[config.mk]
export PLATFORM = sky130hd
export DESIGN_NAME = seg7_scan_ctrl
export DESIGN_NICKNAME = d
export VERILOG_FILES = /design/src/rtl/seg7_pkg.sv /design/src/rtl/seg7_tick_gen.sv /design/src/rtl/seg7_scan_ctrl.sv
export SDC_FILE = /design/constraint.sdc
export NUM_CORES = 1
export LEC_CHECK = 0
export BUFFER_PORTS_ARGS = -buffer_cell sky130_fd_sc_hd__buf_2
export CAP_MARGIN = 5
export CORE_MARGIN = 4
export CORE_UTILIZATION = 62
export CTS_CLUSTER_DIAMETER = 40
export DETAILED_ROUTE_END_ITERATION = 10
export HOLD_SLACK_MARGIN = 0.05
export PLACE_DENSITY = 0.85
export SETUP_SLACK_MARGIN = 0.3
export SLEW_MARGIN = 15
export SYNTH_ARGS = -nofsm -noshare
export SYNTH_HDL_FRONTEND = slang
export SYNTH_SLANG_ARGS = --single-unit
[constraint.sdc]
create_clock -name Clk -period 6.7 [get_ports Clk]
set_input_delay 0.67 -clock Clk [delete_from_list [all_inputs] [get_ports Clk]]
set_output_delay 0.67 -clock Clk [all_outputs]
set_load 0.05 [all_outputs]
[src/rtl/seg7_pkg.sv]
// seg7_pkg: shared definitions for the Morning Clock 7-segment scan controller.
//   scan_state_t  : scan FSM encoding (ST_BLANK / ST_DRIVE)
//   ANODE_OFF     : all-anodes-off pattern (active-low selects, up to MAX_DIGITS)
//   slot_cycles() : clocks per digit slot
//   blink_cycles(): clocks per blink phase
//   cnt_w()       : counter width for a modulus (never below 1)
//   anode_n()     : active-low anode bit for one digit lane
package seg7_pkg;

  typedef enum logic {
    ST_BLANK = 1'b0,
    ST_DRIVE = 1'b1
  } scan_state_t;

  localparam int unsigned MAX_DIGITS = 32;
  localparam logic [MAX_DIGITS-1:0] ANODE_OFF = '1;

  function automatic int unsigned slot_cycles(input int unsigned clk_hz,
                                              input int unsigned scan_hz);
    return clk_hz / scan_hz;
  endfunction

  function automatic int unsigned blink_cycles(input int unsigned clk_hz,
                                               input int unsigned blink_hz);
    return clk_hz / (2 * blink_hz);
  endfunction

  function automatic int unsigned cnt_w(input int unsigned n);
    return (n > 1) ? $clog2(n) : 1;
  endfunction

  // Lane is pulled low only when the slot is lit and this lane is selected.
  function automatic logic anode_n(input logic lit, input logic sel);
    return ~(lit & sel);
  endfunction

endpackage

[src/rtl/seg7_tick_gen.sv]
// seg7_tick_gen: free-running slot divider (and blink phase divider when
// SEG7_BLINK_EN is defined).
//   Clk, Rst      : clock, synchronous active-high reset
//   slot_cnt      : position inside the current slot, 0..SLOT_CYCLES-1
//   slot_end      : high on the last cycle of every slot
//   blink_toggle  : high on the last cycle of every blink phase (SEG7_BLINK_EN)
module seg7_tick_gen
  import seg7_pkg::*;
#(
  parameter int unsigned SLOT_CYCLES  = 10,
`ifdef SEG7_BLINK_EN
  parameter int unsigned BLINK_CYCLES = 100,
`endif
  parameter int unsigned CW           = 4
) (
  input  logic          Clk,
  input  logic          Rst,
  output logic [CW-1:0] slot_cnt,
  output logic          slot_end
`ifdef SEG7_BLINK_EN
  ,
  output logic          blink_toggle
`endif
);

  localparam logic [CW-1:0] SLOT_LAST = CW'(SLOT_CYCLES - 1);

  assign slot_end = (slot_cnt == SLOT_LAST);

  always_ff @(posedge Clk) begin
    if (Rst)           slot_cnt <= '0;
    else if (slot_end) slot_cnt <= '0;
    else               slot_cnt <= slot_cnt + 1'b1;
  end

`ifdef SEG7_BLINK_EN
  localparam int unsigned BW = cnt_w(BLINK_CYCLES);
  localparam logic [BW-1:0] BLINK_LAST = BW'(BLINK_CYCLES - 1);

  logic [BW-1:0] blink_cnt;

  assign blink_toggle = (blink_cnt == BLINK_LAST);

  always_ff @(posedge Clk) begin
    if (Rst)               blink_cnt <= '0;
    else if (blink_toggle) blink_cnt <= '0;
    else                   blink_cnt <= blink_cnt + 1'b1;
  end
`endif

endmodule

[src/rtl/seg7_scan_ctrl.sv]
// seg7_scan_ctrl: time-multiplexed scan controller for NUM_DIGITS common-anode
// digits sharing one 7-seg decoder. Each slot starts with BLANK_CYCLES of all
// anodes off (anti-ghost), then drives the slot's anode if enabled. Digit data
// is double-buffered: Load fills a pending buffer that is promoted to the active
// buffer only on the Frame_done cycle, so a frame is never torn.
// Optional feature macro: SEG7_BLINK_EN adds Blink_mask and a blink phase.
//   Clk, Rst     : clock, synchronous active-high reset (Rst beats Load)
//   Digits_in    : nibble i = digit i (digit 0 rightmost)
//   Dp_in        : decimal point request per digit
//   Digit_en     : per-digit light enable
//   Load         : capture Digits_in/Dp_in/Digit_en into the pending buffer
//   Blink_mask   : digits that blink, sampled live (SEG7_BLINK_EN only)
//   Digit_code   : nibble to the decoder
//   Dp_on        : decimal point for the current digit
//   Digit_sel_n  : active-low anode selects, at most one low
//   Frame_done   : 1-cycle pulse on the last cycle of the last slot
module seg7_scan_ctrl
  import seg7_pkg::*;
#(
  parameter int unsigned NUM_DIGITS   = 4,
  parameter int unsigned CLK_HZ       = 50_000_000,
  parameter int unsigned SCAN_HZ      = 1000,
  parameter int unsigned BLANK_CYCLES = 16,
  parameter int unsigned BLINK_HZ     = 2
) (
  input  logic                    Clk,
  input  logic                    Rst,
  input  logic [4*NUM_DIGITS-1:0] Digits_in,
  input  logic [NUM_DIGITS-1:0]   Dp_in,
  input  logic [NUM_DIGITS-1:0]   Digit_en,
  input  logic                    Load,
`ifdef SEG7_BLINK_EN
  input  logic [NUM_DIGITS-1:0]   Blink_mask,
`endif
  output logic [3:0]              Digit_code,
  output logic                    Dp_on,
  output logic [NUM_DIGITS-1:0]   Digit_sel_n,
  output logic                    Frame_done
);

  localparam int unsigned SLOT_CYCLES = slot_cycles(CLK_HZ, SCAN_HZ);
  localparam int unsigned CW          = cnt_w(SLOT_CYCLES);
  localparam int unsigned IW          = cnt_w(NUM_DIGITS);
  localparam logic [CW-1:0] BLANK_LAST = CW'(BLANK_CYCLES - 1);
  localparam logic [CW-1:0] SLOT_LAST  = CW'(SLOT_CYCLES - 1);
  localparam logic [IW-1:0] IDX_LAST   = IW'(NUM_DIGITS - 1);

  if (NUM_DIGITS < 1 || NUM_DIGITS > MAX_DIGITS) begin : g_bad_digits
    $error("seg7_scan_ctrl: NUM_DIGITS must be 1..%0d", MAX_DIGITS);
  end
  if (BLANK_CYCLES >= SLOT_CYCLES) begin : g_bad_blank
    $error("seg7_scan_ctrl: BLANK_CYCLES must be below SLOT_CYCLES");
  end
  if (BLINK_HZ == 0) begin : g_bad_blink
    $error("seg7_scan_ctrl: BLINK_HZ must be nonzero");
  end

  typedef struct packed {
    logic [NUM_DIGITS-1:0][3:0] code;
    logic [NUM_DIGITS-1:0]      dp;
    logic [NUM_DIGITS-1:0]      en;
  } frame_buf_t;

  // ---------------------------------------------------------------- timing
  logic [CW-1:0] slot_cnt;
  logic          slot_end;
`ifdef SEG7_BLINK_EN
  localparam int unsigned BLINK_CYCLES = blink_cycles(CLK_HZ, BLINK_HZ);
  logic blink_toggle;
`endif

  seg7_tick_gen #(
    .SLOT_CYCLES (SLOT_CYCLES),
`ifdef SEG7_BLINK_EN
    .BLINK_CYCLES(BLINK_CYCLES),
`endif
    .CW          (CW)
  ) u_tick (
    .Clk         (Clk),
    .Rst         (Rst),
    .slot_cnt    (slot_cnt),
    .slot_end    (slot_end)
`ifdef SEG7_BLINK_EN
    ,
    .blink_toggle(blink_toggle)
`endif
  );

  // ---------------------------------------------------------------- state
  scan_state_t     state_q, state_d;
  logic [IW-1:0]   idx_q, idx_d;
  logic [CW-1:0]   slot_nxt;
  logic            frame_end;
  frame_buf_t      pend_q, pend_d, act_q, act_d, load_buf;
  logic            pend_vld_q, pend_vld_d;

  assign load_buf = {Digits_in, Dp_in, Digit_en};

  always_comb begin
    state_d    = state_q;
    idx_d      = idx_q;
    pend_d     = pend_q;
    pend_vld_d = pend_vld_q;
    act_d      = act_q;

    case (state_q)
      ST_BLANK: if (BLANK_CYCLES == 0 || slot_cnt == BLANK_LAST) state_d = ST_DRIVE;
      ST_DRIVE: if (slot_end && BLANK_CYCLES != 0)               state_d = ST_BLANK;
      default:  state_d = ST_BLANK;
    endcase

    slot_nxt  = slot_end ? '0 : slot_cnt + 1'b1;
    frame_end = slot_end && (idx_q == IDX_LAST);

    if (slot_end) idx_d = (idx_q == IDX_LAST) ? '0 : idx_q + 1'b1;

    if (Load) begin
      pend_d     = load_buf;
      pend_vld_d = 1'b1;
    end

    // Promotion at frame end; a Load in that same cycle bypasses pending.
    if (frame_end) begin
      pend_vld_d = 1'b0;
      if (Load)            act_d = load_buf;
      else if (pend_vld_q) act_d = pend_q;
    end
  end

  // ---------------------------------------------------------------- blink
  logic blink_kill;
`ifdef SEG7_BLINK_EN
  logic blink_on_q, blink_on_d;
  assign blink_on_d = blink_toggle ? ~blink_on_q : blink_on_q;
  assign blink_kill = ~blink_on_d & Blink_mask[idx_d];

  always_ff @(posedge Clk) begin
    if (Rst) blink_on_q <= 1'b1;
    else     blink_on_q <= blink_on_d;
  end
`else
  assign blink_kill = 1'b0;
`endif

  // ---------------------------------------------------------------- outputs
  // Outputs are registered from next-cycle state so they line up exactly with
  // slot_cnt/idx rather than trailing them by a cycle.
  logic                  lit;
  logic [3:0]            code_d;
  logic                  dp_d;
  logic                  fd_d;
  logic [NUM_DIGITS-1:0] sel_d;

  always_comb begin
    lit    = (state_d == ST_DRIVE) && act_d.en[idx_d] && !blink_kill;
    code_d = act_d.code[idx_d];
    dp_d   = act_d.dp[idx_d];
    fd_d   = (slot_nxt == SLOT_LAST) && (idx_d == IDX_LAST);
  end

  for (genvar i = 0; i < NUM_DIGITS; i++) begin : g_lane
    assign sel_d[i] = anode_n(lit, idx_d == IW'(i));
  end

  always_ff @(posedge Clk) begin
    if (Rst) begin
      state_q     <= ST_BLANK;
      idx_q       <= '0;
      pend_q      <= '0;
      pend_vld_q  <= 1'b0;
      act_q       <= '0;
      Digit_sel_n <= ANODE_OFF[NUM_DIGITS-1:0];
      Digit_code  <= 4'h0;
      Dp_on       <= 1'b0;
      Frame_done  <= 1'b0;
    end else begin
      state_q     <= state_d;
      idx_q       <= idx_d;
      pend_q      <= pend_d;
      pend_vld_q  <= pend_vld_d;
      act_q       <= act_d;
      Digit_sel_n <= sel_d;
      Digit_code  <= code_d;
      Dp_on       <= dp_d;
      Frame_done  <= fd_d;
    end
  end

endmodule
==> results.json <==
{
  "outcome": "finished clean",
  "detail-route-antenna-nets": 0,
  "max_cap_violations": 0,
  "syn_inst": 369,
  "max_slew_violation_count": 0,
  "grt_setup_unrepaired": "false",
  "timing.critical_path.arrival_ns": 2.90,
  "synth_fa_ha_area_frac": 0.0106,
  "buffer_ports.inserted": 36,
  "ys_seq_elements": 78,
  "die-width_um": 83.5,
  "vias": 2814,
  "post_synth_xor_area_fraction": 0.0347,
  "power_switching_share": 0.231,
  "layout-area-overhead-vs-synth_pct": 11.8,
  "cp_dominant_cell_by_count": "and3_1",
  "viasPerCell": 5.94,
  "hpwlAfterDp_um": 5250,
  "dominantRegCellSynth": "dfxtp_1",
  "timing.critical_path.max_delay_family": "simple AND/OR/NAND/NOR gates",
  "die_area_mm2": 0.00697,
  "post_synthesis_compound_gate_area_fraction": 0.111,
  "post_synth_and_or_nand_nor_area_fraction": 0.232,
  "max-vdd-ir-drop_uv": 149,
  "synth.net_count": 399,
  "io-pin-count": 37,
  "grt_first_pass_wirelength_um": 12800,
  "cts_post_setup_buffers_inserted": 0,
  "worstPathCellList": "ha_1 > and3_1 > and3_1 > nand2_2 > nor2_2 > a221oi_1 > or4_1",
  "main_combinational_cell_family_by_area_after_synthesis": "simple AND/OR/NAND/NOR gates",
  "synthesis.area_per_instance_um2": 9.57,
  "routed_wire_length_per_instance_um": 16.4,
  "timing.critical_path.required_ns": 6.92,
  "worst_skew_pair.late_latency_ns": 0.35,
  "ff2ff_path_depth": 7,
  "core.rowCount": 27,
  "crit_slowest_cell": "or4_1",
  "die_height_um": 83.5,
  "post_route_drc_violation_count": 0,
  "wl_um": 7800,
  "fin_area_mm2": 0.00395,
  "gp_congestion": 0.851,
  "whs_path_depth": 2,
  "hold_violations": 0,
  "combinational_share_of_power": 0.053,
  "critical_path_peak_fanout": 8,
  "antennaDiodeCount": 0,
  "layout-drive-gt1-share": 0.197,
  "muxShareOfSynthArea": 0.137,
  "fin_crit_sh": 0.400,
  "power_frac_clock": 0.409,
  "initial_core_util": 0.641,
  "synth-edff-count": 0,
  "synth_cell_type_count": 64,
  "cts_resized": 0,
  "post_detailed_placement_cell_area_mm2": 0.00371,
  "finalClockSkew_ns": 0.00673,
  "synth_warnings": 0,
  "min_delay_worst_type": "flop to flop",
  "cp-end-kind": "flop",
  "syn_area_mm2": 0.00353,
  "postSynth.asyncResetShare": 0,
  "tritoncts.num_buffers": 9,
  "cts_tree": "done",
  "initialDrtViolationCount": 202,
  "cp_num_cells": 7,
  "finalSetupViolCount": 0,
  "powerDensity_mw_per_mm2": 226,
  "grt_pass1_vias": 2701,
  "clk_root_buffer_cell": "clkbuf_8",
  "critical-path-max-stage-delay_ns": 0.53,
  "htree_levels": 3,
  "share_seq_of_total_power": 0.538,
  "global_route.usage.total": 0.226,
  "fp.coreArea_mm2": 0.00551,
  "seq_area_frac_synth": 0.442,
  "grt_overflow_total": 0,
  "drt_pass1_iterations": 4,
  "worstPathBufferInverterCount": 0,
  "ctsLongestPathBuffers": 2,
  "max_freq_mhz": 373,
  "least_margin_pin_slew_ns": 0.845,
  "critical_path.startpoint_type": "flop",
  "cts.hold.buffers_added": 0,
  "finalNetCount": 427,
  "leakage_nw": 1.56,
  "grt_start_max_net_pins": 51,
  "finalSetupTns_ns": 0,
  "internal_power_w": 0.000686,
  "cts.clk_slew.worst_paths_ns": 0.08,
  "switchingPower_w": 0.000206,
  "numClockSinks": 78,
  "grt_antenna_before_repair": 0,
  "final_critical_path_time_including_i_o_delays_and_setup_ns": 2.68,
  "maxSlewHeadroom": 0.437,
  "setup.worst_path.class": "flop to flop"
}
-- state kept, by name, indices dropped and copies added (netlist names) --
| name | count |
|---|---|
| idx_q | 2 |
| act_q | 24 |
| Digit_code | 4 |
| pend_q | 24 |
| pend_vld_q | 1 |
| Dp_on | 1 |
| state_q | 1 |
| u_tick.slot_cnt | 16 |
| Digit_sel_n | 4 |
| Frame_done | 1 |
-- worst min-delay path: stages (launching register included) --
cell	delay (ns)
dfxtp_1	0.31
mux2i_1	0.07
nor2_1	0.08
-- metal layers --
layer / part of all wire / up-vias / global-route usage
met5: 0 / - / 0
met4: 0.028 / 0 / 0.111
met3: 0.061 / 16 / 0.0405
met2: 0.47 / 87 / 0.362
met1: 0.44 / 1325 / 0.294
li1: - / 1386 / -
-- power by group through the flow --
stage	clock, W	combinational [W]	sequential [W]
after detailed placement	0	0.0000477	0.000491
after floorplan	0	0.0000333	0.000488
after CTS	0.000368	0.0000479	0.000480
final	0.000365	0.0000476	0.000480
after global routing	0.000387	0.0000525	0.000482
after global placement	0	0.0000461	0.000490
-- final cells by class --
type / instances / area, µm²
Fill cell: 420 / 1560
Clock buffer: 11 / 151
Inverter: 4 / 15.0
Multi-Input combinational cell: 266 / 1860
Timing Repair Buffer: 38 / 215
Tap cell: 72 / 90.1
Sequential cell: 78 / 1560
Clock inverter: 5 / 57.6
-- metrics by stage --
step / utilization / std cells / hold WS [ns] / setup WS [ns] / total power [W]
after global placement: 0.674 / 457 / 0.468 / 3.54 / 0.000536
after CTS: 0.712 / 473 / 0.495 / 3.74 / 0.000896
after floorplan: - / 369 / 0.448 / 4.52 / 0.000521
final: 0.717 / 474 / 0.488 / 4.02 / 0.000893
after global routing: 0.717 / 474 / 0.520 / 3.84 / 0.000921
after detailed placement: 0.674 / 457 / 0.473 / 3.40 / 0.000539
-- cell usage in the layout (no fill, tap or decap), types with 9 or more instances in the layout --
master    count
buf_2        36
a211oi_1     11
nor2_1       68
mux2i_1      25
nand2_1      17
mux2_2        9
a21oi_1       9
clkbuf_8     11
and2_1       12
dfxtp_1      78
nand3_1      11
-- synth_stat cells (all sizes together) (3+ instances only) --
master | n | area (µm²)
dfxtp | 78 | 1560
nand3 | 12 | 65.1
a221oi | 3 | 26.3
o21ai | 6 | 30.0
nor2 | 69 | 262
a31oi | 4 | 25.0
nand2b | 3 | 18.8
mux2 | 12 | 143
nand2 | 18 | 70.1
a21oi | 9 | 45.0
mux2i | 27 | 295
or4 | 3 | 22.5
xor2 | 6 | 52.6
xnor2 | 8 | 70.1
and4 | 4 | 35.0
nor3 | 5 | 30.0
clkbuf | 6 | 22.5
and2 | 12 | 75.1
a211oi | 11 | 82.6
nor4 | 4 | 40.0
nand4 | 9 | 71.3
buf | 15 | 80.1
ha | 3 | 37.5
inv | 4 | 15.0
and3 | 6 | 37.5
-- worst paths after layout --
kind | start | slack, ns | to
worst max register to register | u_tick.slot_cnt[0]$_SDFF_PP0_ | 4.02 | Digit_sel_n[1]$_SDFF_PP1_
worst max-delay path | u_tick.slot_cnt[0]$_SDFF_PP0_ | 4.02 | Digit_sel_n[1]$_SDFF_PP1_
worst min-delay path | pend_q[9]$_SDFFE_PP0P_ | 0.49 | pend_q[9]$_SDFFE_PP0P_
worst min register to register | pend_q[9]$_SDFFE_PP0P_ | 0.49 | pend_q[9]$_SDFFE_PP0P_
-- cell families (layout without fill, tap and decap cells) --
| group | after synthesis | in the layout |
|---|---|---|
| AO/OA/AOI/OAI | 53 | 53 |
| XOR/XNOR | 14 | 14 |
| adder cells (fa/ha/maj) | 3 | 3 |
| buffers and inverters | 25 | 58 |
| flip-flops | 78 | 78 |
| multiplexers | 41 | 41 |
| AND/OR/NAND/NOR | 155 | 155 |
Note: power is estimated with default switching activity, not from simulation.
